**src/rtl/mem_read_arbiter_pkg.sv**
```systemverilog
// Shared defaults and state encoding for the graph-memory read arbiter.
package mem_read_arbiter_pkg;

    localparam int DEFAULT_ARB_PORTS   = 2;
    localparam int DEFAULT_MEM_TIMEOUT = 256;
    localparam int DEFAULT_MADDR_WIDTH = 16;
    localparam int DEFAULT_MDATA_WIDTH = 32;

    typedef enum logic {
        ST_IDLE = 1'b0,
        ST_WAIT = 1'b1
    } arb_state_e;

endpackage

```
**src/rtl/mem_read_arbiter_picker.sv**
```systemverilog
// Round-robin picker: first requesting port after last_grant, wrapping modulo NUM_PORTS.
module rr_priority_picker #(
    parameter int NUM_PORTS     = 2,
    parameter int PORT_ID_WIDTH = 1
) (
    input  logic [NUM_PORTS-1:0]     req_i,
    input  logic [PORT_ID_WIDTH-1:0] last_grant_i,
    output logic [PORT_ID_WIDTH-1:0] grant_o,
    output logic                     any_req_o
);

    int                       idx;
    logic                     found;
    logic [PORT_ID_WIDTH-1:0] sel;

    always_comb begin
        grant_o = '0;
        found   = 1'b0;
        idx     = 0;
        sel     = '0;
        for (int k = 1; k <= NUM_PORTS; k++) begin
            idx = (int'(last_grant_i) + k) % NUM_PORTS;
            sel = PORT_ID_WIDTH'(idx);
            if (!found && req_i[sel]) begin
                found   = 1'b1;
                grant_o = sel;
            end
        end
    end

    assign any_req_o = |req_i;

endmodule

```
**src/rtl/mem_read_arbiter.sv**
```systemverilog
// Shares one graph-memory read port among NUM_PORTS requesters, one outstanding read at a time.
//
// state   | meaning
// IDLE    | no transaction; arbitrate among req_valid
// WAIT    | read issued to memory, waiting for mem_read_ready or timeout
module mem_read_arbiter
    import mem_read_arbiter_pkg::*;
#(
    parameter int NUM_PORTS      = DEFAULT_ARB_PORTS,
    parameter int PORT_ID_WIDTH  = 1,
    parameter int MADDR_WIDTH    = DEFAULT_MADDR_WIDTH,
    parameter int MDATA_WIDTH    = DEFAULT_MDATA_WIDTH,
    parameter int TIMEOUT_CYCLES = DEFAULT_MEM_TIMEOUT
) (
    input  logic                           clock,
    input  logic                           reset,
    input  logic [NUM_PORTS-1:0]           req_valid,
    input  logic [NUM_PORTS*MADDR_WIDTH-1:0] req_addr,
    output logic [NUM_PORTS-1:0]           req_ready,
    output logic [NUM_PORTS-1:0]           rsp_valid,
    output logic [MDATA_WIDTH-1:0]         rsp_data,
    output logic                           rsp_error,
    output logic [MADDR_WIDTH-1:0]         mem_addr,
    output logic                           mem_read_enable,
    input  logic                           mem_read_ready,
    input  logic [MDATA_WIDTH-1:0]         mem_data,
    output logic                           busy,
    output logic [PORT_ID_WIDTH-1:0]       grant_id
);

    localparam int CNT_W = (TIMEOUT_CYCLES > 2) ? $clog2(TIMEOUT_CYCLES) : 1;
    localparam logic [CNT_W-1:0] CNT_LAST = CNT_W'(TIMEOUT_CYCLES - 1);

    arb_state_e               state_q, state_d;
    logic [PORT_ID_WIDTH-1:0] last_grant_q, last_grant_d;
    logic [PORT_ID_WIDTH-1:0] grant_id_q, grant_id_d;
    logic [MADDR_WIDTH-1:0]   mem_addr_q, mem_addr_d;
    logic                     mem_en_q, mem_en_d;
    logic [NUM_PORTS-1:0]     req_ready_q, req_ready_d;
    logic [NUM_PORTS-1:0]     rsp_valid_q, rsp_valid_d;
    logic                     rsp_error_q, rsp_error_d;
    logic [MDATA_WIDTH-1:0]   rsp_data_q, rsp_data_d;
    logic [CNT_W-1:0]         cnt_q, cnt_d;

    logic [PORT_ID_WIDTH-1:0] pick;
    logic                     any_req;

    rr_priority_picker #(
        .NUM_PORTS     (NUM_PORTS),
        .PORT_ID_WIDTH (PORT_ID_WIDTH)
    ) u_picker (
        .req_i        (req_valid),
        .last_grant_i (last_grant_q),
        .grant_o      (pick),
        .any_req_o    (any_req)
    );

    always_comb begin
        state_d      = state_q;
        last_grant_d = last_grant_q;
        grant_id_d   = grant_id_q;
        mem_addr_d   = mem_addr_q;
        mem_en_d     = mem_en_q;
        req_ready_d  = '0;
        rsp_valid_d  = '0;
        rsp_error_d  = 1'b0;
        rsp_data_d   = rsp_data_q;
        cnt_d        = cnt_q;
        case (state_q)
            ST_IDLE: begin
                if (any_req) begin
                    grant_id_d        = pick;
                    last_grant_d      = pick;
                    mem_addr_d        = req_addr[pick*MADDR_WIDTH +: MADDR_WIDTH];
                    mem_en_d          = 1'b1;
                    req_ready_d[pick] = 1'b1;
                    cnt_d             = '0;
                    state_d           = ST_WAIT;
                end
            end
            ST_WAIT: begin
                if (mem_read_ready) begin
                    rsp_data_d              = mem_data;
                    rsp_valid_d[grant_id_q] = 1'b1;
                    mem_en_d                = 1'b0;
                    state_d                 = ST_IDLE;
                end else if (cnt_q == CNT_LAST) begin
                    // Forced error response so a stuck memory cannot hang the requester.
                    rsp_data_d              = '0;
                    rsp_error_d             = 1'b1;
                    rsp_valid_d[grant_id_q] = 1'b1;
                    mem_en_d                = 1'b0;
                    state_d                 = ST_IDLE;
                end else begin
                    cnt_d = cnt_q + 1'b1;
                end
            end
            default: state_d = ST_IDLE;
        endcase
    end

    always_ff @(posedge clock) begin
        if (reset) begin
            state_q      <= ST_IDLE;
            last_grant_q <= PORT_ID_WIDTH'(NUM_PORTS - 1);
            grant_id_q   <= '0;
            mem_addr_q   <= '0;
            mem_en_q     <= 1'b0;
            req_ready_q  <= '0;
            rsp_valid_q  <= '0;
            rsp_error_q  <= 1'b0;
            rsp_data_q   <= '0;
            cnt_q        <= '0;
        end else begin
            state_q      <= state_d;
            last_grant_q <= last_grant_d;
            grant_id_q   <= grant_id_d;
            mem_addr_q   <= mem_addr_d;
            mem_en_q     <= mem_en_d;
            req_ready_q  <= req_ready_d;
            rsp_valid_q  <= rsp_valid_d;
            rsp_error_q  <= rsp_error_d;
            rsp_data_q   <= rsp_data_d;
            cnt_q        <= cnt_d;
        end
    end

    assign req_ready       = req_ready_q;
    assign rsp_valid       = rsp_valid_q;
    assign rsp_error       = rsp_error_q;
    assign rsp_data        = rsp_data_q;
    assign mem_addr        = mem_addr_q;
    assign mem_read_enable = mem_en_q;
    assign grant_id        = grant_id_q;
    assign busy            = (state_q == ST_WAIT);

endmodule

```
**config.mk**
```make
export PLATFORM = sky130hd
export DESIGN_NAME = mem_read_arbiter
export DESIGN_NICKNAME = d
export VERILOG_FILES = /design/src/rtl/mem_read_arbiter_pkg.sv /design/src/rtl/mem_read_arbiter_picker.sv /design/src/rtl/mem_read_arbiter.sv
export SDC_FILE = /design/constraint.sdc
export NUM_CORES = 1
export LEC_CHECK = 0
export CAP_MARGIN = 0
export CORE_MARGIN = 2
export CORE_UTILIZATION = 35
export DETAILED_ROUTE_END_ITERATION = 8
export GPL_TIMING_DRIVEN = 0
export PLACE_DENSITY = 0.72
export SLEW_MARGIN = 0
export SYNTH_ARGS = -nofsm -noshare
export SYNTH_HDL_FRONTEND = slang
export SYNTH_HIERARCHICAL = 1
export SYNTH_SLANG_ARGS = --single-unit
```
**constraint.sdc**
```tcl
create_clock -name clock -period 1.7 [get_ports clock]
set_input_delay 0.34 -clock clock [delete_from_list [all_inputs] [get_ports clock]]
set_output_delay 0.34 -clock clock [all_outputs]
set_load 0.01 [all_outputs]
```
# Yosys cells after proc, flatten, opt, wreduce, memory -nomap -nowiden
# Index checks and enable logic that the tools add are counted.
# W data, S select, Z words.
# totals
ff_bits	65
out_inout_bits	56
word_cells	68
# classes
addsub	3
magnitude_cmp	6
eq_ne	5
n_shift	1
mux	28
bitwise_logic	2
n_reduce_logical	13
# op_table
op	n
$mux W32	2
$shiftx A32 B6 Y16	1
$mux W8	3
$mux W1	16
$pmux W8 S2	1
$add A8 B1 Y8 const B	1
$eq A8 B8 Y1 const B	1
$lt A1 B2 Y1 const B	4
$ne A2 B2 Y1 const B	3
$reduce_and A2 Y1	3
$reduce_or A3 Y1	2
$mux W2	2
$pmux W1 S2	2
$reduce_or A2 Y1	2
$logic_and A1 B1 Y1	3
$ne A3 B2 Y1 const B	1
$reduce_and A3 Y1	1
$add A1 B1 Y1 const B	2
$demux W1 S1	2
$ge A1 B1 Y1 const B	2
$not A1 Y1	2
$reduce_bool A2 Y1	1
$logic_not A1 Y1	1

# Logic depth before layout (Yosys ltp)
# logic_depth
ltp_word	11
mapped_depth	6
mapped_depth_nobuf	5

# Modules after synthesis
# Netlist, hierarchy kept.
# modules_own_cells
module	instances	cells_each	area_per_inst_um2	seq_area_each_um2
mem_read_arbiter	1	225	2424.8	1301.2
rr_priority_picker	1	2	13.8	0.0

# Least setup slack after synthesis
# OpenSTA, ideal clock, no wires.
# synth_path
path_kind	reg2reg
startpoint	register cnt_q[0]
endpoint	register rsp_data_q[0] (netlist: rsp_data[0])
setup_time_ns	0.117
arrival_time_ns	1.320
required_ns	1.583
path_slack_ns	0.263
stages_incl_launch_ff	7
synth_period_minus_slack_ns	1.437
cell_sequence	dfxtp_1 -> ha_1 -> nand4_2 -> o21bai_2 -> a21oi_2 -> buf_6 -> a22o_1
# synth_between
elab_chain_len	3
# synth_rtl
item	line_no	source
start: declaration	mem_read_arbiter.sv:43	logic [CNT_W-1:0] cnt_q, cnt_d;
start signal: assignment	mem_read_arbiter.sv:124	cnt_q <= cnt_d;
$eq A8 B8 Y1	mem_read_arbiter.sv:87	end else if (cnt_q == CNT_LAST) begin
$reduce_bool A2 Y1 (no line)	-	
$reduce_and A2 Y1 (no line)	-	
end signal: assignment	mem_read_arbiter.sv:123	rsp_data_q <= rsp_data_d;
end: declaration	mem_read_arbiter.sv:42	logic [MDATA_WIDTH-1:0] rsp_data_q, rsp_data_d;
# No other way between the ends.
# A chain may end at the register's enable or synchronous reset.

# Worst setup path in the final report
# layout_path
startpoint	register grant_id_q (netlist: grant_id)
endpoint	output grant_id
# layout_lines
item	line_no	source
start: declaration	mem_read_arbiter.sv:36	logic [PORT_ID_WIDTH-1:0] grant_id_q, grant_id_d;
start signal: assignment	mem_read_arbiter.sv:117	grant_id_q <= grant_id_d;
end: declaration	mem_read_arbiter.sv:28	output logic [PORT_ID_WIDTH-1:0] grant_id
# No word-level cell between the ends.

==> metrics.txt <==
Layout area overhead=63.93%; pin count of the biggest net entering global routing=13; maximum VDD drop=0.0005902 V; GPL Wtd Cong=0.8738; Synth Cell Area=2439 um2; initial antenna violation count=0; skew final=11.35 ps; max frequency=610.1 MHz; register area share after synthesis=0.5336; dominant cell type by area after synthesis=dfxtp_1; power per cell area=941.5 nW/um2; Starting DRT DRC Count=159; RSZ-0062 raised after global routing=no; # DRC=0; Setup CP Type=reg2out; Critical Path Sink Type=output pin; Max-Cap Viols=0; ys async rst share=0; Worst Path Buf+Inv=1; cell row count=30; Critical Path Fanout Max=4; vias in the first global route=2243; Max clock buf depth=2; Synth top area share=0.5336; Cells after Synth=227; DIE HEIGHT=87.47 um; Non-Filler Instances=445; Place WS=-337.0 ps; fraction of layout cells with a size suffix above 1=0.09589; clock root cell=clkbuf_8; Req. time, crit path=1360 ps; number of H-tree levels=3; Slew Viols, Final=0; clk_lat worst skew=340 ps; worst hold slack=281.5 ps; vias=2272; DR WL/cell=14.56 um; fin util=0.5917; dpl cells=430; FF+latch area=1303 um2; arrival time of the worst setup path=1300 ps; Die ar.=7651 um2; CP delay by family, top=buffers and inverters; WL final=6478 um; Setup WS post-layout=60.93 ps; Final Hold Violating Endpoints=0; commonest non-fill, non-tap cell in the layout=clkdlybuf4s50_1; main area contributors after synthesis=dfxtp_1 (53%), a22o_1 (11%), mux2i_1 (7.0%); Clock Sink Count=65; TritonRoute pass-1 iters=5; synth warn=6; Slew HR=0.6770; status=finished clean; crit-path cells=clkdlybuf4s50_1; Netlist cell types=42; Post-DP HPWL=4807 um; number of port buffers=123; worst hold path class=in2reg; worst-path cell with the longest stage delay=clkdlybuf4s50_1; EDFF count, synth=0; Worst path max stage delay=570 ps; Worst-path clk slew=70 ps; Slew @ Worst Pin=484.4 ps; die width=87.47 um; FF-to-FF Start=cnt_q[1]; initial core utilization=0.3609; Final Cycle Share=0.9642; core area=6756 um2; fillers=606; syn nets=297; minimum clock period=1639 ps; Num CTS Buffers=9; Setup crit start kind=flip-flop; Synth Flop Type=dfxtp_1; overall routing resource usage=0.1763; Ports=125; Lkg Pwr=0.001521 uW; area occupied by multi-input gates=1032 um2; leading cell types in the layout, fill and taps excluded=clkdlybuf4s50_1 (122), dfxtp_1 (64), a22o_1 (32); Ant. Diodes=0; nets=430; synthesized flop and latch total=65; DRT antenna net count=0; grt total ovfl=0; global-route wire length before repair=10430 um; final setup vio count=0; CTS tree=done; crit path from=grant_id; hold path startpoint=reset; drt via density=5.106; Post-Syn Area per Cell=10.74 um2
-- logic make-up after synthesis --
| group | count (synthesis) | synth area share |
|---|---|---|
| AOI/OAI and AO/OA | 68 | 0.2181 |
| DFF | 65 | 0.5336 |
| and+or+nand+nor | 56 | 0.1257 |
| buffers and inverters | 19 | 0.04413 |
| muxes | 17 | 0.06978 |
| xor gates and xnor gates | 1 | 0.003592 |
| adders and majority gates | 1 | 0.005130 |
-- cells in the mapped netlist (2+ instances only) --
cell	instances
mux2i_1	17
o211ai_1	2
and3_1	2
nor3_1	3
clkbuf_1	7
buf_2	8
dfxtp_1	65
a22o_1	32
a21oi_1	8
a211oi_1	16
nand2b_1	2
a31oi_1	3
buf_6	3
nand3_1	11
nor2_1	17
nand2_1	5
-- where the power goes --
| group | leakage [uW] | total [uW] | internal (uW) | switching (uW) |
|---|---|---|---|---|
| Sequential | 0.000533 | 1660 | 1610 | 50.5 |
| Clock | 0.000105 | 1470 | 867 | 603 |
| Combinational | 0.000884 | 631 | 382 | 250 |
| Total | 0.00152 | 3760 | 2860 | 903 |
-- flip-flops by register name (all words and copies together), names as in the netlist, 2 cells and up --
| register | count |
|---|---|
| mem_addr | 16 |
| rsp_valid | 2 |
| req_ready | 2 |
| cnt_q | 8 |
| rsp_data | 32 |
-- timing repair --
| action | CTS | global route |
|---|---|---|
| gates cloned | 0 | 0 |
| setup buffers | 0 | 0 |
| hold buffers | 0 | 0 |
| pin swaps | 0 | 1 |
| gates resized for setup | 1 | 4 |
| endpoints found under the setup margin | 1 | 40 |
-- layout make-up --
cell class,instances,share of cell area
sequential,65,0.3258
buffer,18,0.02598
tap,80,0.02504
multi-input combinational,143,0.2582
clock buffer,10,0.03443
timing repair buffer,123,0.3077
clock inverter,6,0.02285
-- layer usage --
| layer | part of all wire | GRT usage |
|---|---|---|
| met5 | 0 | 0 |
| met1 | 0.43 | 0.2057 |
| met2 | 0.45 | 0.2782 |
| met3 | 0.10 | 0.07962 |
| met4 | 0.020 | 0.07692 |
-- final timing paths --
path	slack, ps	cells after the start	to
max reg2reg	140	6	rsp_data[8]
min reg2reg	470	2	last_grant_q
min	280	2	rsp_valid[0]
max	60	1	grant_id
-- through the flow --
stage / TNS (ps) / total power [uW] / cell area [um2]
after floorplan: 0 / 1950 / 2439
after global placement: -9824 / 2328 / 3770
after detailed placement: -10420 / 2335 / 3770
after CTS: 0 / 3811 / 3998
after global routing: 0 / 3931 / 3998
final: 0 / 3764 / 3998
Note: power is estimated with default switching activity, not from simulation.
